`config.mk`:
```
export PLATFORM = sky130hd
export DESIGN_NAME = s_spi_slave_rx_tx
export DESIGN_NICKNAME = d
export VERILOG_FILES = /design/src/rtl/s_spi_slave_rx_tx_pkg.sv /design/src/rtl/s_spi_slave_rx_tx_sync_edge.sv /design/src/rtl/s_spi_slave_rx_tx.sv
export SDC_FILE = /design/constraint.sdc
export NUM_CORES = 1
export LEC_CHECK = 0
export CORE_ASPECT_RATIO = 1.1
export CORE_MARGIN = 2
export CORE_UTILIZATION = 45
export DETAILED_ROUTE_END_ITERATION = 6
export PLACE_DENSITY = 0.69
export SLEW_MARGIN = 20
export SYNTH_ARGS = -nofsm -noshare
export SYNTH_HDL_FRONTEND = slang
export SYNTH_SLANG_ARGS = --single-unit
```
`constraint.sdc`:
```
create_clock -name clk -period 3.1 [get_ports clk]
set_input_delay 0.62 -clock clk [delete_from_list [all_inputs] [get_ports clk]]
set_output_delay 0.62 -clock clk [all_outputs]
set_load 0.01 [all_outputs]
```
`src/rtl/s_spi_slave_rx_tx_pkg.sv`:
```
// Shared constants and FSM state encoding for the SPI mode-0 slave byte engine.
package s_spi_slave_rx_tx_pkg;
  localparam int DEF_DATA_W   = 8;
  localparam int MIN_SCLK_DIV = 8;

  typedef enum logic {
    ST_IDLE   = 1'b0,
    ST_ACTIVE = 1'b1
  } state_t;
endpackage

```
`src/rtl/s_spi_slave_rx_tx_sync_edge.sv`:
```
// Multi-flop synchronizer for one async pin, followed by a one-flop edge detector
// that produces single-cycle rise/fall strobes.
module s_sync_edge #(
  parameter int   SYNC_STAGES = 2,
  parameter logic RESET_VAL   = 1'b0
) (
  input  logic clk,
  input  logic rst,
  input  logic din,
  output logic level,
  output logic rise,
  output logic fall
);
  logic [SYNC_STAGES-1:0] chain;
  logic                   prev;

  always_ff @(posedge clk or posedge rst) begin
    if (rst) begin
      chain <= {SYNC_STAGES{RESET_VAL}};
      prev  <= RESET_VAL;
    end else begin
      chain <= {chain[SYNC_STAGES-2:0], din};
      prev  <= chain[SYNC_STAGES-1];
    end
  end

  assign level = chain[SYNC_STAGES-1];
  assign rise  = level & ~prev;
  assign fall  = ~level & prev;
endmodule

```
`src/rtl/s_spi_slave_rx_tx.sv`:
```
// SPI mode-0 slave byte engine: oversampled SCLK/MOSI/SS, MSB-first shifting,
// per-byte rx_valid and tx_req strobes, frame_err on a truncated byte.
module s_spi_slave_rx_tx
  import s_spi_slave_rx_tx_pkg::*;
#(
  parameter int   DATA_W      = DEF_DATA_W,
  parameter int   SYNC_STAGES = 2,
  parameter logic IDLE_MISO   = 1'b0
) (
  input  logic              clk,
  input  logic              rst,
  input  logic              SCLK,
  input  logic              MOSI,
  input  logic              SS,
  output logic              MISO,
  input  logic [DATA_W-1:0] tx_data,
  output logic              tx_req,
  output logic [DATA_W-1:0] rx_data,
  output logic              rx_valid,
  output logic              busy,
  output logic              frame_err
);
  localparam int CNT_W = (DATA_W > 1) ? $clog2(DATA_W) : 1;
  localparam logic [CNT_W-1:0] LAST_BIT = CNT_W'(DATA_W - 1);
  localparam int SETTLE_W = $clog2(SYNC_STAGES + 2);
  localparam logic [SETTLE_W-1:0] SETTLE_DONE = SETTLE_W'(SYNC_STAGES + 1);

  state_t                 state, state_next;
  logic                   sclk_s, sclk_rise, sclk_fall;
  logic                   ss_s, ss_rise, ss_fall;
  logic [SYNC_STAGES-1:0] mosi_chain;
  logic                   mosi_s;
  logic [DATA_W-1:0]      tx_shift, rx_shift;
  logic [CNT_W-1:0]       bit_cnt;
  logic                   first_fall;
  logic [SETTLE_W-1:0]    settle_cnt;
  logic                   armed;
  logic                   start, end_frame, load_tx, shift_tx, take_bit, byte_done, fall_seen;

  s_sync_edge #(.SYNC_STAGES(SYNC_STAGES), .RESET_VAL(1'b0)) u_sclk_sync (
    .clk(clk), .rst(rst), .din(SCLK), .level(sclk_s), .rise(sclk_rise), .fall(sclk_fall)
  );

  s_sync_edge #(.SYNC_STAGES(SYNC_STAGES), .RESET_VAL(1'b1)) u_ss_sync (
    .clk(clk), .rst(rst), .din(SS), .level(ss_s), .rise(ss_rise), .fall(ss_fall)
  );

  assign mosi_s = mosi_chain[SYNC_STAGES-1];

  // A frame may only start after SS has been seen high once the synchronizers settle,
  // so releasing reset while SS is already low does not fake a frame start.
  always_comb begin
    state_next = state;
    tx_req     = 1'b0;
    frame_err  = 1'b0;
    start      = 1'b0;
    end_frame  = 1'b0;
    load_tx    = 1'b0;
    shift_tx   = 1'b0;
    take_bit   = 1'b0;
    fall_seen  = 1'b0;
    case (state)
      ST_IDLE: begin
        if (ss_fall && armed) begin
          state_next = ST_ACTIVE;
          start      = 1'b1;
          load_tx    = 1'b1;
          tx_req     = 1'b1;
        end
      end
      ST_ACTIVE: begin
        if (ss_rise) begin
          state_next = ST_IDLE;
          end_frame  = 1'b1;
          frame_err  = (bit_cnt != '0);
        end else begin
          take_bit  = sclk_rise;
          fall_seen = sclk_fall;
          if (sclk_fall) begin
            if (bit_cnt != '0) begin
              shift_tx = 1'b1;
            end else if (!first_fall) begin
              load_tx = 1'b1;
              tx_req  = 1'b1;
            end
          end
        end
      end
      default: state_next = ST_IDLE;
    endcase
  end

  assign byte_done = take_bit && (bit_cnt == LAST_BIT);

  // A fall with bit_cnt==0 can only precede the first rise if SCLK was high at frame start.
  always_ff @(posedge clk or posedge rst) begin
    if (rst) begin
      state      <= ST_IDLE;
      mosi_chain <= '0;
      tx_shift   <= '0;
      rx_shift   <= '0;
      bit_cnt    <= '0;
      rx_data    <= '0;
      rx_valid   <= 1'b0;
      first_fall <= 1'b0;
      settle_cnt <= '0;
      armed      <= 1'b0;
    end else begin
      state      <= state_next;
      mosi_chain <= {mosi_chain[SYNC_STAGES-2:0], MOSI};
      rx_valid   <= byte_done;
      if (settle_cnt != SETTLE_DONE) settle_cnt <= settle_cnt + 1'b1;
      else if (ss_s) armed <= 1'b1;
      if (load_tx) tx_shift <= tx_data;
      else if (shift_tx) tx_shift <= {tx_shift[DATA_W-2:0], 1'b0};
      if (start) begin
        bit_cnt    <= '0;
        rx_shift   <= '0;
        first_fall <= sclk_s;
      end else if (end_frame) begin
        bit_cnt  <= '0;
        rx_shift <= '0;
      end else begin
        if (fall_seen) first_fall <= 1'b0;
        if (take_bit) begin
          rx_shift <= {rx_shift[DATA_W-2:0], mosi_s};
          bit_cnt  <= byte_done ? '0 : bit_cnt + 1'b1;
        end
      end
      if (byte_done) rx_data <= {rx_shift[DATA_W-2:0], mosi_s};
    end
  end

  assign busy = (state == ST_ACTIVE);
  assign MISO = (state == ST_ACTIVE) ? tx_shift[DATA_W-1] : IDLE_MISO;
endmodule

```
# --- Word-level counts from Yosys, hierarchy flattened ---
# Cells that the tools add are included.
totals:
  reg_bits: 40
  in_bits: 13
  out_inout_bits: 13
  word_cells: 71
classes:
  add_sub_neg: 2
  n_eq_ne: 3
  n_mux: 34
  bitwise_logic: 10
  n_reduce_logical: 8
ops:
  columns: ["op", "n"]
  rows:
  - ["$mux 1", 23]
  - ["$mux 7", 3]
  - ["$mux 8", 2]
  - ["$mux 3", 4]
  - ["$not 1->1", 6]
  - ["$reduce_bool 3->1", 2]
  - ["$and 1x1->1", 4]
  - ["$ne 2x2->1 const B", 2]
  - ["$pmux 1 s2", 2]
  - ["$reduce_and 2->1", 2]
  - ["$reduce_bool 2->1", 2]
  - ["$add 3x1->3 const B", 1]
  - ["$eq 3x3->1 const B", 1]
  - ["$add 2x1->2 const B", 1]
  - ["$logic_and 1x1->1", 2]

# --- Longest topological paths before layout ---
logic_depth:
  word_depth: 9
  mapped_depth: 6
  ltp_nobuf: 6

# --- Modules after synthesis ---
# From an unflattened synthesis, not the netlist that was laid out.
hier_totals:
  cells_unflattened: 142
  area_unflattened_um2: 1644.1
modules_own_cells:
  columns: ["module", "instances", "cells_per_inst", "area_per_inst_um2", "seq_area_each_um2"]
  rows:
  - ["s_spi_slave_rx_tx", 1, 130, 1452.6, 850.8]
  - ["s_sync_edge at u_ss_sync", 1, 6, 97.6, 78.8]
  - ["s_sync_edge at u_sclk_sync", 1, 6, 93.8, 75.1]

# --- Worst setup path before layout ---
# No wires, ideal clock.
synth_timing:
  path_type: "reg-to-output"
  startpoint: "register bit_cnt[0]"
  endpoint: "output tx_req"
  arrival_ns: 1.281
  required_time_ns: 2.480
  setup_slack_ns: 1.199
  path_stages_with_launch: 6
  path_buffers: 0
  path_cell_list: "dfrtp_1 > inv_1 > ha_1 > nor2b_1 > a21boi_4 > nor2_1"
synth_via:
  elab_chain_cells: 5
synth_rtl:
  columns: ["element", "line_no", "source"]
  rows:
  - ["start: declaration", "s_spi_slave_rx_tx.sv:34", "logic [CNT_W-1:0] bit_cnt;"]
  - ["start signal: assignment", "s_spi_slave_rx_tx.sv:127", "bit_cnt <= byte_done ? '0 : bit_cnt + 1'b1;"]
  - ["$reduce_bool 3->1", "s_spi_slave_rx_tx.sv:80", "if (bit_cnt != '0) begin"]
  - ["$mux 1", "s_spi_slave_rx_tx.sv:80", null]
  - ["$mux 1", "s_spi_slave_rx_tx.sv:79", "if (sclk_fall) begin"]
  - ["$mux 1", "s_spi_slave_rx_tx.sv:72", "if (ss_rise) begin"]
  - ["$pmux 1 s2", "s_spi_slave_rx_tx.sv:62", "case (state)"]
  - ["end: declaration", "s_spi_slave_rx_tx.sv:17", "output logic tx_req,"]
# Every way passes these cells.

# --- Worst setup path in the final report ---
# Ends and elaborated chain as after synthesis.

==> results by group <==
Synthesis
  • EDFF count, synth: 0
  • Post-synthesis sequential area ratio: 59.7%
  • Synthesized net count: 138
  • Yosys top cell area share: 55.0%
  • Cell variety after synth: 25
  • Ys flop type: dfrtp_1
  • Leading area contributor after synthesis: dfrtp_1
  • Post-synthesis cell area: 1680 sq um
  • Synth Warn #: 0
  • Post-synth ARST share: 100%
  • Gate Count Post-Synth: 121
  • Cell with the most instances after synthesis: dfrtp_1
  • Top cells by count, synth: dfrtp_1 (37), mux2_2 (23), nor2_1 (12), mux2i_1 (8), inv_1 (7)
  • Area contributors post-synth: dfrtp_1 (55%), mux2_2 (15%), mux2i_1 (4.8%), dfstp_2 (4.7%), ha_1 (3.0%)
  • #FFs+latches synth: 40
  • Mean cell area of the mapped netlist: 13.9 sq um

STA
  • Final min period: 2790 ps
  • Final setup TNS: 0 ps
  • Worst Max-Slew Pin Slew: 486 ps
  • Final setup fails: 0
  • Relative slew margins: 67.6%
  • Fin crit share: 90.1%
  • Fin. Hold Viols: 0
  • Count of pins over their slew limit: 0
  • RSZ-0062 raised after global routing: false
  • Hold Slack: 363 ps
  • F_max: 358 MHz
  • Clock skew: 3.48 ps

Cells and area
  • Fill count: 312
  • Fin area: 2120 sq um
  • Non-filler cells, final: 205
  • Post-layout nets: 171
  • Number of inserted diodes: 0
  • Final Util: 58.4%
  • Synth-to-Final Area Change: 25.8%
  • Fraction of layout instances using a drive strength above 1: 25.8%

Setup path
  • Critical R2R Launch: bit_cnt[0]$_DFFE_PP0P_
  • CP Launch Type: flop
  • Crit. End Element: output port
  • WP data required: 2480 ps
  • Critical path origin: bit_cnt[0]$_DFFE_PP0P_
  • Crit-path max FO: 8
  • Critical path type: flop to output port
  • CP Data Arrival Time: 2170 ps

GRT
  • GR Overflow Total: 0
  • First-pass GRT wire length: 4740 um
  • Number of global-route vias before repair: 1074
  • Antenna violations before repair: 0
  • GRT Resource Usage Total: 14.8%
  • Largest net degree at the start of global routing: 41

Route
  • Vias/cell: 4.93
  • First drt pass iteration count: 4
  • Iter 0 DRT Violations: 20
  • Via count: 1010
  • Routed WL per cell: 12.9 um
  • DRC Markers: 0
  • Final ANT Viol Nets: 0
  • Post-Route WL: 2650 um

Pwr
  • P per Cell Area: 599 nW/um^2
  • Leakage: 0.938 nW
  • Maximum VDD drop: 0.353 mV

Worst hold path
  • Hold crit path type: flop to flop
  • Worst hold start: u_ss_sync.chain[0]$_DFF_PP1_

Floorplanning
  • Ports: 26
  • Die width: 62.3 um
  • Chip height: 68.1 um
  • Die area: 4250 sq um
  • # rows: 23
  • Core Area: 3630 sq um
  • Initial Utilization: 46.4%

Clock network
  • Number of buffers created by CTS: 5
  • CTS Hold Bufs: 0
  • H-tree levels: 2
  • Clock Sinks: 40
  • Post-CTS Resized: 0
  • CTS tree: yes
  • Max clock buf depth: 2
  • Setup bufs post-CTS: 0
  • Clock-pin slew on the worst setup and hold paths: 80 ps
  • Clk Latency, worst-skew pair: 290 ps
  • Root Buffer: clkbuf_8

Placed design
  • Placed instance count: 197
  • Port buffer count: 25
  • Placed cell area: 2010 sq um
  • GP Congestion: 0.722
  • HPWL after detailed placement: 1870 um

Outcome
  • Status: finished, final reports clean

Run
  • Maxcap violations: 0
-- layer usage --
metal  global-route usage, %  routed length [um]  up-vias
li1                        -                   -      479
met1                    16.4                1150      504
met2                    25.8                1370       23
met3                    5.43                  91        4
met4                    7.50                  40        0
met5                       0                   0        -
-- cell type report --
| type | count | area (sq um) | share of cell area (%) |
|---|---|---|---|
| inverter | 7 | 26.3 | 1.24 |
| clock inverter | 3 | 42.5 | 2.01 |
| sequential | 40 | 1000 | 47.5 |
| timing repair buffer | 27 | 265 | 12.5 |
| multi-input combinational | 73 | 647 | 30.6 |
| clock buffer | 5 | 68.8 | 3.25 |
| tap | 50 | 62.6 | 2.96 |
-- flip-flops by register name (all words and copies together), names as in the netlist --
signal and count:
settle_cnt 2, u_ss_sync.chain 2, u_sclk_sync.chain 2, u_ss_sync.prev 1, rx_valid 1, bit_cnt 3, first_fall 1, rx_shift 7
armed 1, rx_data 8, tx_shift 8, mosi_chain 2, busy 1, u_sclk_sync.prev 1
-- power by group --
group          leakage (nW)  total, mW  internal, mW  switching (mW)
logic                 0.383      0.224         0.134          0.0894
clock network        0.0541      0.415         0.238           0.177
registers             0.500      0.629         0.590          0.0382
-- kinds of logic (layout without fill, tap and decap cells) --
| logic type | count (synthesis) | after routing | share of synthesized area [%] |
|---|---|---|---|
| AOI/OAI and AO/OA | 10 | 10 | 5.65 |
| xor gates and xnor gates | 1 | 1 | 0.521 |
| adders and majority gates | 4 | 4 | 2.97 |
| buffers and inverters | 8 | 42 | 1.86 |
| DFF | 40 | 40 | 59.7 |
| muxes | 31 | 31 | 20.1 |
| and+or+nand+nor | 27 | 27 | 9.15 |
-- worst max-delay path, cell delays in order, from the launching register on --
cell	delay (ps)
dfrtp_1	410
inv_1	70
ha_1	140
nor2b_1	390
a21boi_4	170
nor2_1	150
clkdlybuf4s50_1	550
-- metrics by stage --
stage	power, mW	setup slack [ps]
after detailed placement	0.869	598
final	1.27	306
after global placement	0.856	678
after CTS	1.29	268
after global routing	1.34	136
after floorplan	0.799	1200
-- placed cells by master (no fill, tap or decap), types with 2 or more instances in the layout --
| master | count |
|---|---|
| a21oi_1 | 2 |
| ha_1 | 4 |
| nand3b_1 | 2 |
| nand2_1 | 6 |
| o21ai_0 | 2 |
| clkbuf_8 | 5 |
| dfrtp_1 | 37 |
| dfstp_2 | 3 |
| mux2_2 | 23 |
| inv_1 | 7 |
| clkdlybuf4s50_1 | 25 |
| nor2_1 | 12 |
| mux2i_1 | 8 |
| nor2b_1 | 2 |
| buf_4 | 2 |
-- worst paths after layout --
check                                               end  slack (ps)  depth (start not counted)
setup reg to reg                tx_shift[6]$_DFFE_PP0P_        1220                          6
min in group asynchronous       mosi_chain[0]$_DFF_PP0_         740                          3
max in group asynchronous      u_ss_sync.prev$_DFF_PP1_        2000                          3
setup / recovery                                 tx_req         310                          6
hold / removal             u_ss_sync.chain[1]$_DFF_PP1_         360                          0
hold reg to reg            u_ss_sync.chain[1]$_DFF_PP1_         360                          0
Note: power is estimated with default switching activity, not from simulation.
